<file path="src/rtl/mux2x1_rr_arbiter_if.sv">
// Handshake bundle between two requesting sources, the round-robin arbiter and
// the single downstream sink. The arbiter connects through the slave modport.
interface mux2x1_rr_arbiter_if #(
    parameter int DATA_W = 8
);
    // Valid/ready: a beat moves on a rising edge where valid & ready are both 1;
    // the producer holds valid and data stable until that edge, ready may toggle freely.
    logic              req0_valid;
    logic [DATA_W-1:0] req0_data;
    logic              req0_ready;
    logic              req1_valid;
    logic [DATA_W-1:0] req1_data;
    logic              req1_ready;
    logic              sel;
    logic              out_valid;
    logic [DATA_W-1:0] out_data;
    logic              out_ready;

    modport slave (
        input  req0_valid, req0_data, req1_valid, req1_data, out_ready,
        output req0_ready, req1_ready, sel, out_valid, out_data
    );

    modport master (
        output req0_valid, req0_data, req1_valid, req1_data, out_ready,
        input  req0_ready, req1_ready, sel, out_valid, out_data
    );
endinterface

</file>
<file path="src/rtl/mux2x1_rr_arbiter.sv">
// Round-robin arbiter with burst limit driving the select of a bitwise mux2x1
// data path, followed by a single registered output stage toward the sink.
module mux2x1 (
    input  logic i0,
    input  logic i1,
    input  logic s,
    output logic y
);
    assign y = s ? i1 : i0;
endmodule

module mux2x1_rr_arbiter #(
    parameter  int DATA_W    = 8,
    parameter  int MAX_BURST = 4,
    localparam int CNT_W     = $clog2(MAX_BURST + 1)
) (
    input  logic                  clk,
    input  logic                  rst_n,
    mux2x1_rr_arbiter_if.slave    bus,
    output logic [1:0]            dbg_state,
    output logic [CNT_W-1:0]      dbg_burst_cnt
);
    typedef enum logic [1:0] {
        IDLE   = 2'd0,
        GRANT0 = 2'd1,
        GRANT1 = 2'd2
    } state_t;

    localparam logic [CNT_W:0] BURST_LAST = (CNT_W + 1)'(MAX_BURST);

    state_t             state_q, state_d;
    logic [CNT_W-1:0]   burst_cnt_q, burst_cnt_d;
    logic               last_grant_q, last_grant_d;
    logic               out_valid_q;
    logic [DATA_W-1:0]  out_data_q;
    logic [DATA_W-1:0]  mux_data;
    logic [CNT_W:0]     cnt_inc;
    logic               grant0, grant1, space, load, burst_done;

    assign grant0 = (state_q == GRANT0);
    assign grant1 = (state_q == GRANT1);
    assign space  = !out_valid_q || bus.out_ready;

    // Readies are forced low while reset is asserted, whatever state is held.
    assign bus.req0_ready = rst_n && grant0 && space;
    assign bus.req1_ready = rst_n && grant1 && space;
    assign bus.sel        = grant1;
    assign bus.out_valid  = out_valid_q;
    assign bus.out_data   = out_data_q;

    assign load = (grant0 && bus.req0_valid && bus.req0_ready) ||
                  (grant1 && bus.req1_valid && bus.req1_ready);

    assign cnt_inc    = {1'b0, burst_cnt_q} + {{CNT_W{1'b0}}, 1'b1};
    assign burst_done = load && (cnt_inc == BURST_LAST);

    for (genvar k = 0; k < DATA_W; k++) begin : g_mux
        mux2x1 u_mux (
            .i0 (bus.req0_data[k]),
            .i1 (bus.req1_data[k]),
            .s  (bus.sel),
            .y  (mux_data[k])
        );
    end

    always_comb begin
        state_d      = state_q;
        burst_cnt_d  = burst_cnt_q;
        last_grant_d = last_grant_q;
        case (state_q)
            IDLE: begin
                if (bus.req0_valid && bus.req1_valid) begin
                    state_d = last_grant_q ? GRANT0 : GRANT1;
                end else if (bus.req0_valid) begin
                    state_d = GRANT0;
                end else if (bus.req1_valid) begin
                    state_d = GRANT1;
                end
            end
            GRANT0: begin
                if (!bus.req0_valid) begin
                    state_d      = bus.req1_valid ? GRANT1 : IDLE;
                    burst_cnt_d  = '0;
                    last_grant_d = 1'b0;
                end else if (burst_done) begin
                    // A full burst only hands over when the other side is waiting.
                    burst_cnt_d = '0;
                    if (bus.req1_valid) begin
                        state_d      = GRANT1;
                        last_grant_d = 1'b0;
                    end
                end else if (load) begin
                    burst_cnt_d = cnt_inc[CNT_W-1:0];
                end
            end
            GRANT1: begin
                if (!bus.req1_valid) begin
                    state_d      = bus.req0_valid ? GRANT0 : IDLE;
                    burst_cnt_d  = '0;
                    last_grant_d = 1'b1;
                end else if (burst_done) begin
                    burst_cnt_d = '0;
                    if (bus.req0_valid) begin
                        state_d      = GRANT0;
                        last_grant_d = 1'b1;
                    end
                end else if (load) begin
                    burst_cnt_d = cnt_inc[CNT_W-1:0];
                end
            end
            default: begin
                state_d     = IDLE;
                burst_cnt_d = '0;
            end
        endcase
    end

    always_ff @(posedge clk) begin
        if (!rst_n) begin
            state_q      <= IDLE;
            burst_cnt_q  <= '0;
            last_grant_q <= 1'b1;
            out_valid_q  <= 1'b0;
            out_data_q   <= '0;
        end else begin
            state_q      <= state_d;
            burst_cnt_q  <= burst_cnt_d;
            last_grant_q <= last_grant_d;
            if (load) begin
                out_data_q  <= mux_data;
                out_valid_q <= 1'b1;
            end else if (bus.out_ready) begin
                out_valid_q <= 1'b0;
            end
        end
    end

    assign dbg_state     = state_q;
    assign dbg_burst_cnt = burst_cnt_q;
endmodule

</file>
<file path="src/flat_wrapper.sv">
// flat-port wrapper written by rule: the top's interface ports become plain ports
module mux2x1_rr_arbiter_flat 
#(
    parameter  int DATA_W    = 8,
    parameter  int MAX_BURST = 4,
    localparam int CNT_W     = $clog2(MAX_BURST + 1)
)
  (clk, rst_n, dbg_state, dbg_burst_cnt, bus_req0_valid, bus_req0_data, bus_req1_valid, bus_req1_data, bus_out_ready, bus_req0_ready, bus_req1_ready, bus_sel, bus_out_valid, bus_out_data);
  mux2x1_rr_arbiter_if #(.DATA_W(DATA_W)) bus_i ();
  input  logic clk;
  input  logic rst_n;
  output logic [1:0] dbg_state;
  output logic [CNT_W-1:0] dbg_burst_cnt;
  input wire logic [$bits(bus_i.req0_valid)-1:0] bus_req0_valid;
  input wire logic [$bits(bus_i.req0_data)-1:0] bus_req0_data;
  input wire logic [$bits(bus_i.req1_valid)-1:0] bus_req1_valid;
  input wire logic [$bits(bus_i.req1_data)-1:0] bus_req1_data;
  input wire logic [$bits(bus_i.out_ready)-1:0] bus_out_ready;
  output wire logic [$bits(bus_i.req0_ready)-1:0] bus_req0_ready;
  output wire logic [$bits(bus_i.req1_ready)-1:0] bus_req1_ready;
  output wire logic [$bits(bus_i.sel)-1:0] bus_sel;
  output wire logic [$bits(bus_i.out_valid)-1:0] bus_out_valid;
  output wire logic [$bits(bus_i.out_data)-1:0] bus_out_data;
  assign bus_i.req0_valid = bus_req0_valid;
  assign bus_i.req0_data = bus_req0_data;
  assign bus_i.req1_valid = bus_req1_valid;
  assign bus_i.req1_data = bus_req1_data;
  assign bus_i.out_ready = bus_out_ready;
  assign bus_req0_ready = bus_i.req0_ready;
  assign bus_req1_ready = bus_i.req1_ready;
  assign bus_sel = bus_i.sel;
  assign bus_out_valid = bus_i.out_valid;
  assign bus_out_data = bus_i.out_data;
  mux2x1_rr_arbiter #(.DATA_W(DATA_W), .MAX_BURST(MAX_BURST)) u_core (.clk(clk), .rst_n(rst_n), .bus(bus_i), .dbg_state(dbg_state), .dbg_burst_cnt(dbg_burst_cnt));
endmodule
</file>
<file path="config.mk">
export PLATFORM = sky130hd
export DESIGN_NAME = mux2x1_rr_arbiter_flat
export DESIGN_NICKNAME = d
export VERILOG_FILES = /design/src/rtl/mux2x1_rr_arbiter_if.sv /design/src/rtl/mux2x1_rr_arbiter.sv /design/src/flat_wrapper.sv
export SDC_FILE = /design/constraint.sdc
export NUM_CORES = 1
export LEC_CHECK = 0
export CORE_MARGIN = 10
export CORE_UTILIZATION = 38
export CTS_BUF_LIST = sky130_fd_sc_hd__clkbuf_16
export DETAILED_ROUTE_END_ITERATION = 8
export HOLD_SLACK_MARGIN = 0.1
export PLACE_DENSITY_LB_ADDON = 0.15
export SKIP_LAST_GASP = 1
export SLEW_MARGIN = 10
export SYNTH_ARGS = -nofsm -noshare
export SYNTH_HDL_FRONTEND = slang
export SYNTH_SLANG_ARGS = --single-unit
export TNS_END_PERCENT = 1
</file>
<file path="constraint.sdc">
create_clock -name clk -period 1.8 [get_ports clk]
set_clock_uncertainty 0.1 [all_clocks]
set_input_delay 0.27 -clock clk [delete_from_list [all_inputs] [get_ports clk]]
set_output_delay 0.27 -clock clk [all_outputs]
set_load 0.01 [all_outputs]
</file>
==> out/results.env <==
CTS.PATH.MAX_BUFFERS=2
POST_SYNTH_INSTANCE_AREA_UM2=946
WORST_SETUP_HOLD_PATH_CLK_SLEW_NS=0.05
CRITICAL_PATH.ENDPOINT_TYPE='flip-flop'
LAYOUT.NETS=182
POST_DRT_WL_PER_CELL_UM=14.1
YS_WARN_COUNT=0
WORST_HOLD_STARTPOINT='u_core.dbg_burst_cnt[2]'
SYN_AREA_CELL_UM2=8.76
INSERTEDDIODECOUNT=0
YS_SEQ_AREA_SHARE_PCT=31.7
FIN_CRIT_NS=1.76
GP_CONGESTION=0.757
PLACEABLECOREAREA_UM2=2430
PLACEDCELLCOUNT=180
CLOCK-ROOT-BUFFER='sky130_fd_sc_hd__clkbuf_16'
FP-ROW-COUNT=18
TIMING_WORST_SETUP_PATH_TYPE='flip-flop to flip-flop'
REMAINING_DRC_ERRORS=0
TIMING.HOLD.WORST_ENDPOINT='u_core.dbg_burst_cnt[2]'
AREAGROWTHSYNTHTOFINISH_PCT=57.8
FINAL.FILL_COUNT=223
P_LEAK_nW=0.695
WORST_SETUP_PATH_START_KIND='flip-flop'
FINALCOREUTILIZATION_PCT=61.4
SYN-NUM-NETS=135
FP.DIEW_UM=69.9
NUMCLOCKSINKS=15
YOSYS-TOP-CELLS-AREA='sky130_fd_sc_hd__dfxtp_1 32%, sky130_fd_sc_hd__mux2i_1 8.5%, sky130_fd_sc_hd__o211a_1 8.5%'
HOLDCRITPATHCLASS='flip-flop to flip-flop'
RSZ0062_AT_GRT='yes'
TIMING.CRITICAL_PATH.CELLS='ha_1, nand2b_1, a21boi_1, o21ai_0, a21oi_1, and3b_1'
POST_CTS_HOLD_BUFFER_COUNT=0
SYNTH.FF_LATCH_COUNT=15
FINAL_CELLS=184
CTS_MADE_BUFFERS=3
DRT_FIRST_ITER_VIOLATIONS=46
DIE_H_UM=69.9
LAYOUT-DRIVE-GT1-SHARE_PCT=14.9
SYNTH-MAIN-FF-CELL='sky130_fd_sc_hd__dfxtp_1'
REGISTER_TO_REGISTER_SETUP_SLACK_NS=0.04
PRE_CTS_SLACK_NS=-0.178
PLACED_AREA_UM2=1390
SYNTHCELLS=108
GRT_MAX_DEGREE=17
LAUNCH_INSTANCE_OF_THE_WORST_REGISTER_TO_REGISTER_PATH='u_core.dbg_burst_cnt[0]'
MAXCAPVIOLCOUNT=0
CPPEAKSTAGEDELAY_NS=0.36
CLOCK.FMAX_MHz=568
SYNTH_TOP_CELL_AREA_SHARE_PCT=31.7
MIN_PERIOD_OVER_PERIOD_PCT=97.8
GRT_ANTENNA_BEFORE_REPAIR=0
WORST-R2R-CELL-COUNT=6
POST-SYNTH-TOP-AREA-CELL='sky130_fd_sc_hd__dfxtp_1'
WORST_EP_REQUIRED_TIME_NS=1.84
TIMING.FINAL.WS_SETUP_NS=0.0390
FINAL_HOLD_VIOLATION_COUNT=0
SLEW_VIOLATIONS=0
VIA_PER_INST=5.08
MAX_SLEW.WORST_PIN.SLEW_NS=0.328
ASYNCSETRESETFLOPFRACSYNTH_PCT=0
TOTALPOWERFINAL_mW=1.53
CTS_MAX_LEVEL=1
FIRST_GLOBAL_VIAS=997
POWER.DENSITY_CELL_AREA_nW_PER_UM2=1030
GLOBALROUTETOTALUTIL_PCT=10.6
VIAS_AFTER_DETAILED_ROUTING=934
MAX-SLEW-MARGIN-REL_PCT=77.9
FLOORPLAN.DIE_AREA_UM2=4880
BOUNDARYPINS=38
STATUS='complete, no violations'
YOSYS.CELL_TYPES.COUNT=34
POST-ROUTE-CELL-AREA_UM2=1490
CTS_TREE='built'
DRT_PASS1_ITERATIONS=4
FLOORPLAN.INITIALDENSITY_PCT=38.9
GRT-OVFL-TOTAL=0
LAYOUT.AREA.SEQ_UM2=302
WORSTREG2REGEND='u_core.dbg_state[1]'
POST-CTS-SETUP-BUFFER-COUNT=0
CRITPATHTOPFAMILY='compound AO/OA/AOI/OAI gates'
CRITICAL_PATH_BUF_INV_COUNT=0
GRT_FIRST_PASS_WIRELENGTH_MM=4.46
WORST_EP_ARRIVAL_TIME_NS=1.80
MULTI_INPUT_COMB_AREA_UM2=598
WORSTPATHMAXFANOUT=5
HOLD_DEPTH=2
PLACE.PORT_BUFFERS=37
TIMING.CRITICAL_PATH.SLOWEST_STAGE_CELL='sky130_fd_sc_hd__dfxtp_1'
DETAILED_PLACE_HPWL_MM=2.04
INSERTION_DELAY_OF_THE_LATER_CLOCKED_PIN_IN_THE_WORST_SKEW_PAIR_NS=0.24
WORST_VOLTAGE_DROP_ACROSS_THE_VDD_GRID_mV=0.612
ANT_NETS=0
SETUP_VIOL=0
SYNTH_ENABLE_FLOP_CELLS=0
ROUTED_WIRELENGTH_MM=2.59
[per-stage QoR]
| stage | hold WS (ns) | TNS [ns] |
|---|---|---|
| floorplan | 0.368 | 0 |
| global placement | 0.371 | -0.457 |
| detailed placement | 0.381 | -0.595 |
| CTS | 0.390 | -0.167 |
| global route | 0.417 | -0.170 |
| finish | 0.394 | 0 |
[flip-flops by register name, summed over array words and instances (netlist names)]
name	cells
u_core.bus.out_data	8
u_core.dbg_burst_cnt	3
u_core.dbg_state	2
u_core.bus.out_valid	1
u_core.last_grant_q	1
[worst min-delay path: stages (launching register included)]
cell and delay, ns:
sky130_fd_sc_hd__dfxtp_1 0.32, sky130_fd_sc_hd__o31ai_1 0.07, sky130_fd_sc_hd__a21oi_1 0.05
[cells by family after synthesis]
group / share of synthesized area [%]
compound gates: 23.9
xor+xnor: 0.926
fa+ha+maj: 7.94
buf+inv: 7.41
flops: 31.7
mux: 8.47
simple gates: 19.6
[repair_timing]
| item | in CTS | in global routing |
|---|---|---|
| endpoints found under the setup margin | 3 | 4 |
| gates cloned | 0 | 0 |
| resized for setup | 4 | 2 |
[cell type report]
class | instances | share of cell area [%]
clock buffer | 3 | 5.03
clock inverter | 1 | 0.251
inverter | 4 | 1.01
multi-input combinational | 82 | 40.1
sequential | 15 | 20.2
tap | 30 | 2.51
timing repair buffer | 49 | 30.9
[report_power, final]
group          switching [mW]  leakage, nW  internal, mW
Clock                   0.132       0.0423         0.294
Combinational           0.306        0.530         0.360
Sequential             0.0465        0.122         0.392
[synthesized netlist by cell type (all sizes together) (4+ instances only)]
library cell,n
o21ai,6
nand2,15
nor2,6
buf,4
o211a,8
ha,6
nand2b,4
inv,4
mux2i,8
dfxtp,15
a21oi,7
[routing by layer]
layer	vias up	global-route usage (%)	wire length (um)
met5	-	0	0
met4	0	5.26	34
met3	4	4.24	192
met2	23	18.6	1250
met1	427	10.6	1110
li1	480	-	-
[cell usage in the layout (no fill, tap or decap), drive strengths merged, types with 2 or more instances in the layout]
cell type / instances
a21boi: 2
a21oi: 7
and3: 3
buf: 12
clkbuf: 3
clkdlybuf4s50: 35
dfxtp: 15
ha: 6
inv: 5
mux2i: 8
nand2: 15
nand2b: 4
nand3: 3
nor2: 6
o211a: 8
o21ai: 6
[how the worst max path moves through the flow]
stage	startpoint	to	depth (start not counted)
6_report	u_core.dbg_burst_cnt[0]	u_core.dbg_state[1]	6
5_1_grt	u_core.dbg_burst_cnt[0]	u_core.dbg_state[1]	6
4_1_cts	u_core.dbg_state[0]	bus_req1_ready	4
3_5_place_dp	bus_out_ready	bus_req0_ready	4
3_3_place_gp	bus_out_ready	bus_req0_ready	4
2_1_floorplan	u_core.dbg_state[1]	u_core.bus.out_data[0]	7
No activity file was read; power rests on OpenSTA's default activity.
